**src/rtl/seq_deser_8b_frame_rx.sv**
```systemverilog
// ----------------------------------------------------------------------------
// seq_deser_8b_frame_rx
//   Framed serial-in, parallel-out receiver. Waits for a start bit (sin=1),
//   collects 8 data bits MSB-first, optionally checks one parity bit, and
//   presents each byte through a single-entry valid/ready output register.
//
// Ports
//   clk       in   clock, rising edge
//   reset     in   asynchronous active-low reset
//   en        in   bit strobe, sin sampled only when en=1
//   sin       in   serial data bit
//   out_val   out  out_data/out_perr hold a valid byte
//   out_rdy   in   consumer accepts when out_val && out_rdy
//   out_data  out  assembled byte, first data bit in [7]
//   out_perr  out  parity mismatch for out_data (0 when PARITY_EN=0)
//   overflow  out  sticky, a completed byte was dropped
// ----------------------------------------------------------------------------
module seq_deser_8b_frame_rx #(
    parameter bit PARITY_EN  = 1'b1,
    parameter bit PARITY_ODD = 1'b0
) (
    input  logic       clk,
    input  logic       reset,
    input  logic       en,
    input  logic       sin,
    output logic       out_val,
    input  logic       out_rdy,
    output logic [7:0] out_data,
    output logic       out_perr,
    output logic       overflow
);

    localparam int unsigned DATA_W = 8;
    localparam int unsigned CNT_W  = 3;

    typedef enum logic [1:0] {
        ST_IDLE = 2'd0,
        ST_DATA = 2'd1,
        ST_PAR  = 2'd2
    } state_e;

    state_e              state_q, state_d;
    logic [CNT_W-1:0]    cnt_q, cnt_d;
    logic [DATA_W-1:0]   shift_q, shift_d;
    logic                out_val_q, out_val_d;
    logic [DATA_W-1:0]   out_data_q, out_data_d;
    logic                out_perr_q, out_perr_d;
    logic                overflow_q, overflow_d;

    logic                done_c;
    logic [DATA_W-1:0]   byte_c;
    logic                perr_c;
    logic                last_data_c;

    assign last_data_c = (cnt_q == CNT_W'(DATA_W - 1));

    // State register
    always_ff @(posedge clk or negedge reset) begin
        if (!reset) begin
            state_q <= ST_IDLE;
        end else begin
            state_q <= state_d;
        end
    end

    // Next-state logic; en=0 cycles hold the frame state
    always_comb begin
        state_d = state_q;
        if (en) begin
            case (state_q)
                ST_IDLE: if (sin) state_d = ST_DATA;
                ST_DATA: if (last_data_c) state_d = PARITY_EN ? ST_PAR : ST_IDLE;
                ST_PAR:  state_d = ST_IDLE;
                default: state_d = ST_IDLE;
            endcase
        end
    end

    // Output / datapath logic: shifting, byte completion and the handshake
    always_comb begin
        cnt_d      = cnt_q;
        shift_d    = shift_q;
        done_c     = 1'b0;
        byte_c     = shift_q;
        perr_c     = 1'b0;
        out_val_d  = out_val_q;
        out_data_d = out_data_q;
        out_perr_d = out_perr_q;
        overflow_d = overflow_q;

        if (en) begin
            case (state_q)
                ST_IDLE: begin
                    if (sin) cnt_d = '0;
                end
                ST_DATA: begin
                    shift_d = {shift_q[DATA_W-2:0], sin};
                    cnt_d   = cnt_q + CNT_W'(1);
                    if (last_data_c && !PARITY_EN) begin
                        done_c = 1'b1;
                        byte_c = {shift_q[DATA_W-2:0], sin};
                    end
                end
                ST_PAR: begin
                    done_c = 1'b1;
                    byte_c = shift_q;
                    perr_c = (^{shift_q, sin}) ^ PARITY_ODD;
                end
                default: ;
            endcase
        end

        // A completion can reuse the slot freed by an accept on the same edge
        if (done_c) begin
            if (!out_val_q || out_rdy) begin
                out_val_d  = 1'b1;
                out_data_d = byte_c;
                out_perr_d = perr_c;
            end else begin
                overflow_d = 1'b1;
            end
        end else if (out_val_q && out_rdy) begin
            out_val_d = 1'b0;
        end
    end

    // Datapath and output registers
    always_ff @(posedge clk or negedge reset) begin
        if (!reset) begin
            cnt_q      <= '0;
            shift_q    <= '0;
            out_val_q  <= 1'b0;
            out_data_q <= '0;
            out_perr_q <= 1'b0;
            overflow_q <= 1'b0;
        end else begin
            cnt_q      <= cnt_d;
            shift_q    <= shift_d;
            out_val_q  <= out_val_d;
            out_data_q <= out_data_d;
            out_perr_q <= out_perr_d;
            overflow_q <= overflow_d;
        end
    end

    assign out_val  = out_val_q;
    assign out_data = out_data_q;
    assign out_perr = out_perr_q;
    assign overflow = overflow_q;

endmodule

```
**config.mk**
```make
export PLATFORM = sky130hd
export DESIGN_NAME = seq_deser_8b_frame_rx
export DESIGN_NICKNAME = d
export VERILOG_FILES = /design/src/rtl/seq_deser_8b_frame_rx.sv
export SDC_FILE = /design/constraint.sdc
export NUM_CORES = 1
export LEC_CHECK = 0
export CAP_MARGIN = 5
export CORE_UTILIZATION = 49
export CTS_BUF_LIST = sky130_fd_sc_hd__clkbuf_4
export CTS_CLUSTER_DIAMETER = 40
export DETAILED_ROUTE_END_ITERATION = 10
export PLACE_DENSITY = 0.75
export SLEW_MARGIN = 20
export SYNTH_ARGS = -nofsm -noshare
export SYNTH_HDL_FRONTEND = slang
export SYNTH_SLANG_ARGS = --single-unit
```
**constraint.sdc**
```tcl
create_clock -name clk -period 1.6 [get_ports clk]
set_clock_uncertainty 0.1 [all_clocks]
set_input_delay 0.48 -clock clk [delete_from_list [all_inputs] [get_ports clk]]
set_output_delay 0.48 -clock clk [all_outputs]
set_load 0.1 [all_outputs]
```
==> results <==
- In this run the remaining antenna-violating nets after routing total 0.
- The die is 47.3 um wide.
- At the end of routability-driven placement, the weighted congestion stood at around 0.76.
- For this run, the top clock speed supported by timing is roughly 630 MHz.
- The total overflow left after global routing is 0.
- The floorplan has 16 rows.
- The flow ran to the end, and the final reports show no timing, DRC or antenna violations.
- The count of input and output buffers is 15.
- The number of buffers created by CTS is 3.
- The number of hold-slack violations in the final timing report came to 0.
- The H-tree level count is 1.
- After the first detailed-routing iteration, the DRC count stood at 12.
- The area of the die is about 2200 um2.
- The highest ir drop seen on vdd is 1.31 mV.
- Setup repair after global routing could not meet its margin everywhere.
- The tool flagged a number of max-cap violations equal to 0.
- Traced cell by cell, the critical path runs through buf_12.
- The worst setup path is launched from a register.
- TritonCTS built the clock tree.
- The worst flop-to-flop path endpoint is out_perr$_DFFE_PN0P_.
- The count of warnings emitted by yosys is 0.
- The via count of the first global-routing pass was about 670.
- For this run, design rule violations remaining after detail routing come to 0.
- The kind of cell adding the most delay to the critical path is flip-flops.
- For the worst flop-to-flop path, the logic depth is 4.
- After layout, the design draws a total of 3.08 mW.
- Prior to clock tree synthesis, the placed netlist has a worst setup slack of -463 ps.
- The die height is 47.3 um.
- For the pin with the worst max-slew slack, the measured transition is 334 ps.
- Counting I/O delays and the setup requirement, the final critical path takes around 1600 ps.
- The area growth from synthesis to layout is 46.7%.
- The post-synthesis cell type count is 17.
- For this block, the routed nets add up to roughly 1.8 mm of wire.
- Power spread over the standard cell area amounts to 2080 nW/um2.
- The number of iterations in the first detailed-routing pass is 5.
- The count of buffer and inverter cells on the critical path is 1.
- The post-synthesis instance area is 1010 um2.
- The register-to-register setup slack is 6 ps.
- STA classifies the critical path endpoint as a primary output.
- The detailed-route wire length per cell is 14.1 um.
- In the synthesized netlist, the number of instances is 69.
- The total global routing track utilization is 19.5%.
- The initial cell density of the core is a little over 50%.
- The repair_antennas step left the layout with diodes totalling 0.
- Among all stages on the critical path, the largest delay is contributed by sky130_fd_sc_hd__dfrtp_4.
- The final critical-path setup slack is 5.66 ps.
- The largest net degree at the start of global routing is 25.
- The beginning of the worst register-to-register path is shift_q[3]$_DFFE_PN0P_.
- In this run the mean area of a mapped cell was 14.6 um2.
- The core occupancy in the finished layout is between 70 and 80%.
- The setup violation total in the final timing report is 0.
- The fraction of the yosys area taken by sequential cells is about three fifths.
- The path class of the tightest hold or removal check is in -> async.
- After synthesis, the cell types taking the most area are sky130_fd_sc_hd__dfrtp_1 60%, sky130_fd_sc_hd__mux2_2 18%, sky130_fd_sc_hd__xnor2_1 4.3%.
- The number of nets in the synthesized netlist is 76.
- The fraction of synthesized cell area taken by the top area cell type is 59.6%.
- The number of slew-limit violations in the final report is 0.
- The number of antenna violations at the first check in global routing is 0.
- In the final timing run, aggregate negative setup slack is 0 ps.
- The largest single stage delay on the critical path is 530 ps.
- The deepest clock path buffer count is 2.
- The clock sink total is 24.
- For the worst-skew pair, the clock arrives at the later sink with an insertion delay of 310 ps.
- After clock tree synthesis, the clock-pin slew on the worst setup and hold paths is 130 ps.
- At the end of the flow, the number of nets in the layout was 109.
- CTS placed an instance of sky130_fd_sc_hd__clkbuf_4 at the clock tree root.
- The first element of the critical path is out_val$_DFFE_PN0P_.
- The max-slew headroom at the worst pin is 77.5%.
- For the worst setup path, the data required time is 1020 ps.
- Cells with a size suffix above 1 make up 49.5% of the layout.
- Of the available clock period, the critical path in the final layout requires 99.6%.
- For the worst setup path, the data arrival time is 1010 ps.
- In the routed layout, each cell is associated on average with a via count of 5.13.
- Once detailed placement completed, the half-perimeter wirelength came to 1.33 mm.
- The largest fanout on the critical path is 2.
- The wire length of the first global-routing pass is 2.89 mm.
- The number of hold buffers added after CTS was 0.
- The synthesized design contains 24 register bits.
- The path type of the worst setup path is reg -> out.
- The standby leakage power is 0.686 nW.
- The number of standard cells in the layout, taps in and fillers out is 128.
- The overall via count from detail_route is 657.
- Including well taps, the total number of placed cells is between 100 and 150.
- The core region is around 1900 um2.
- The biggest area consumer among synthesized cells is sky130_fd_sc_hd__dfrtp_1.
- Pin placement for this block handled 16 I/O pins.
- The number of fillers in the final layout is 129.
==> final cells by class <==
class	count	area, um2	area share [%]
Tap cell	27	33.8	2.29
Clock buffer	3	22.5	1.52
Clock inverter	1	3.75	0.254
Multi-Input combinational cell	42	422	28.5
Timing Repair Buffer	29	384	26.0
Inverter	2	7.51	0.508
Sequential cell	24	604	40.9
==> what timing repair did <==
action / in CTS / in global routing
resized for setup: 5 / 2
setup buffers: 1 / 0
setup endpoints to repair: 10 / 5
pin swaps: 1 / 0
==> flip-flops by register name, summed over array words and instances, names as in the netlist <==
signal	cells
out_data	8
shift_q	8
cnt_q	3
state_q	2
out_perr	1
out_val	1
overflow	1
==> how the worst max path moves through the flow <==
stage	slack (ps)	to	cells after the start
3_3_place_gp	-430	out_data[4]$_DFFE_PN0P_	5
6_report	6	out_val	1
4_1_cts	-6	out_val	1
5_1_grt	-50	out_perr$_DFFE_PN0P_	4
2_1_floorplan	20	out_data[0]$_DFFE_PN0P_	4
3_5_place_dp	-460	out_data[5]$_DFFE_PN0P_	5
==> cells in the final DEF (no fill, tap or decap), drive strengths merged, types with 2 or more instances in the layout <==
cell type	n
clkbuf	3
buf	25
nor2b	2
o21ai	3
ha	2
dfrtp	24
mux2	17
inv	2
clkdlybuf4s50	3
xnor2	5
nand2	4
a32o	3
==> layer usage <==
metal | vias to the layer above | routed length, um | track usage, % | part of all wire (%)
met1 | 331 | 802 | 24.1 | 45
met3 | 4 | 75 | 3.46 | 4.2
met2 | 17 | 892 | 33.2 | 50
met4 | 0 | 28 | 8.57 | 1.6
met5 | - | 0 | 0 | 0
li1 | 305 | - | - | -
==> Yosys cell counts <==
library cell	instances
sky130_fd_sc_hd__buf_2	1
sky130_fd_sc_hd__o21ai_0	3
sky130_fd_sc_hd__o22ai_1	1
sky130_fd_sc_hd__dfrtp_1	24
sky130_fd_sc_hd__mux2_4	1
sky130_fd_sc_hd__mux2_2	16
sky130_fd_sc_hd__inv_1	2
sky130_fd_sc_hd__xnor3_1	1
sky130_fd_sc_hd__ha_1	2
sky130_fd_sc_hd__xor2_1	1
sky130_fd_sc_hd__nand2_1	4
sky130_fd_sc_hd__a32o_1	3
sky130_fd_sc_hd__xnor2_1	5
sky130_fd_sc_hd__o21bai_1	1
sky130_fd_sc_hd__and3_1	1
sky130_fd_sc_hd__nand2b_1	1
sky130_fd_sc_hd__nor2b_1	2
==> kinds of logic after synthesis <==
logic type	Yosys count	share of synthesized area, %
simple gates	8	3.98
flops	24	59.6
buf+inv	3	1.24
compound gates	8	5.84
mux	17	19.4
xor+xnor	7	7.45
fa+ha+maj	2	2.48
==> through the flow <==
step	cell area, um2	hold slack (ps)
2_1_floorplan	1020	84.4
3_3_place_gp	1420	379
3_5_place_dp	1420	389
4_1_cts	1470	400
5_1_grt	1480	396
6_report	1480	402
==> power by group <==
part	total [mW]	leakage, nW	internal (mW)	switching [mW]
Combinational	1.76	0.364	0.886	0.874
Sequential	1.05	0.306	0.829	0.225
Clock	0.265	0.0154	0.0911	0.174
Note: power is estimated with default switching activity, not from simulation.
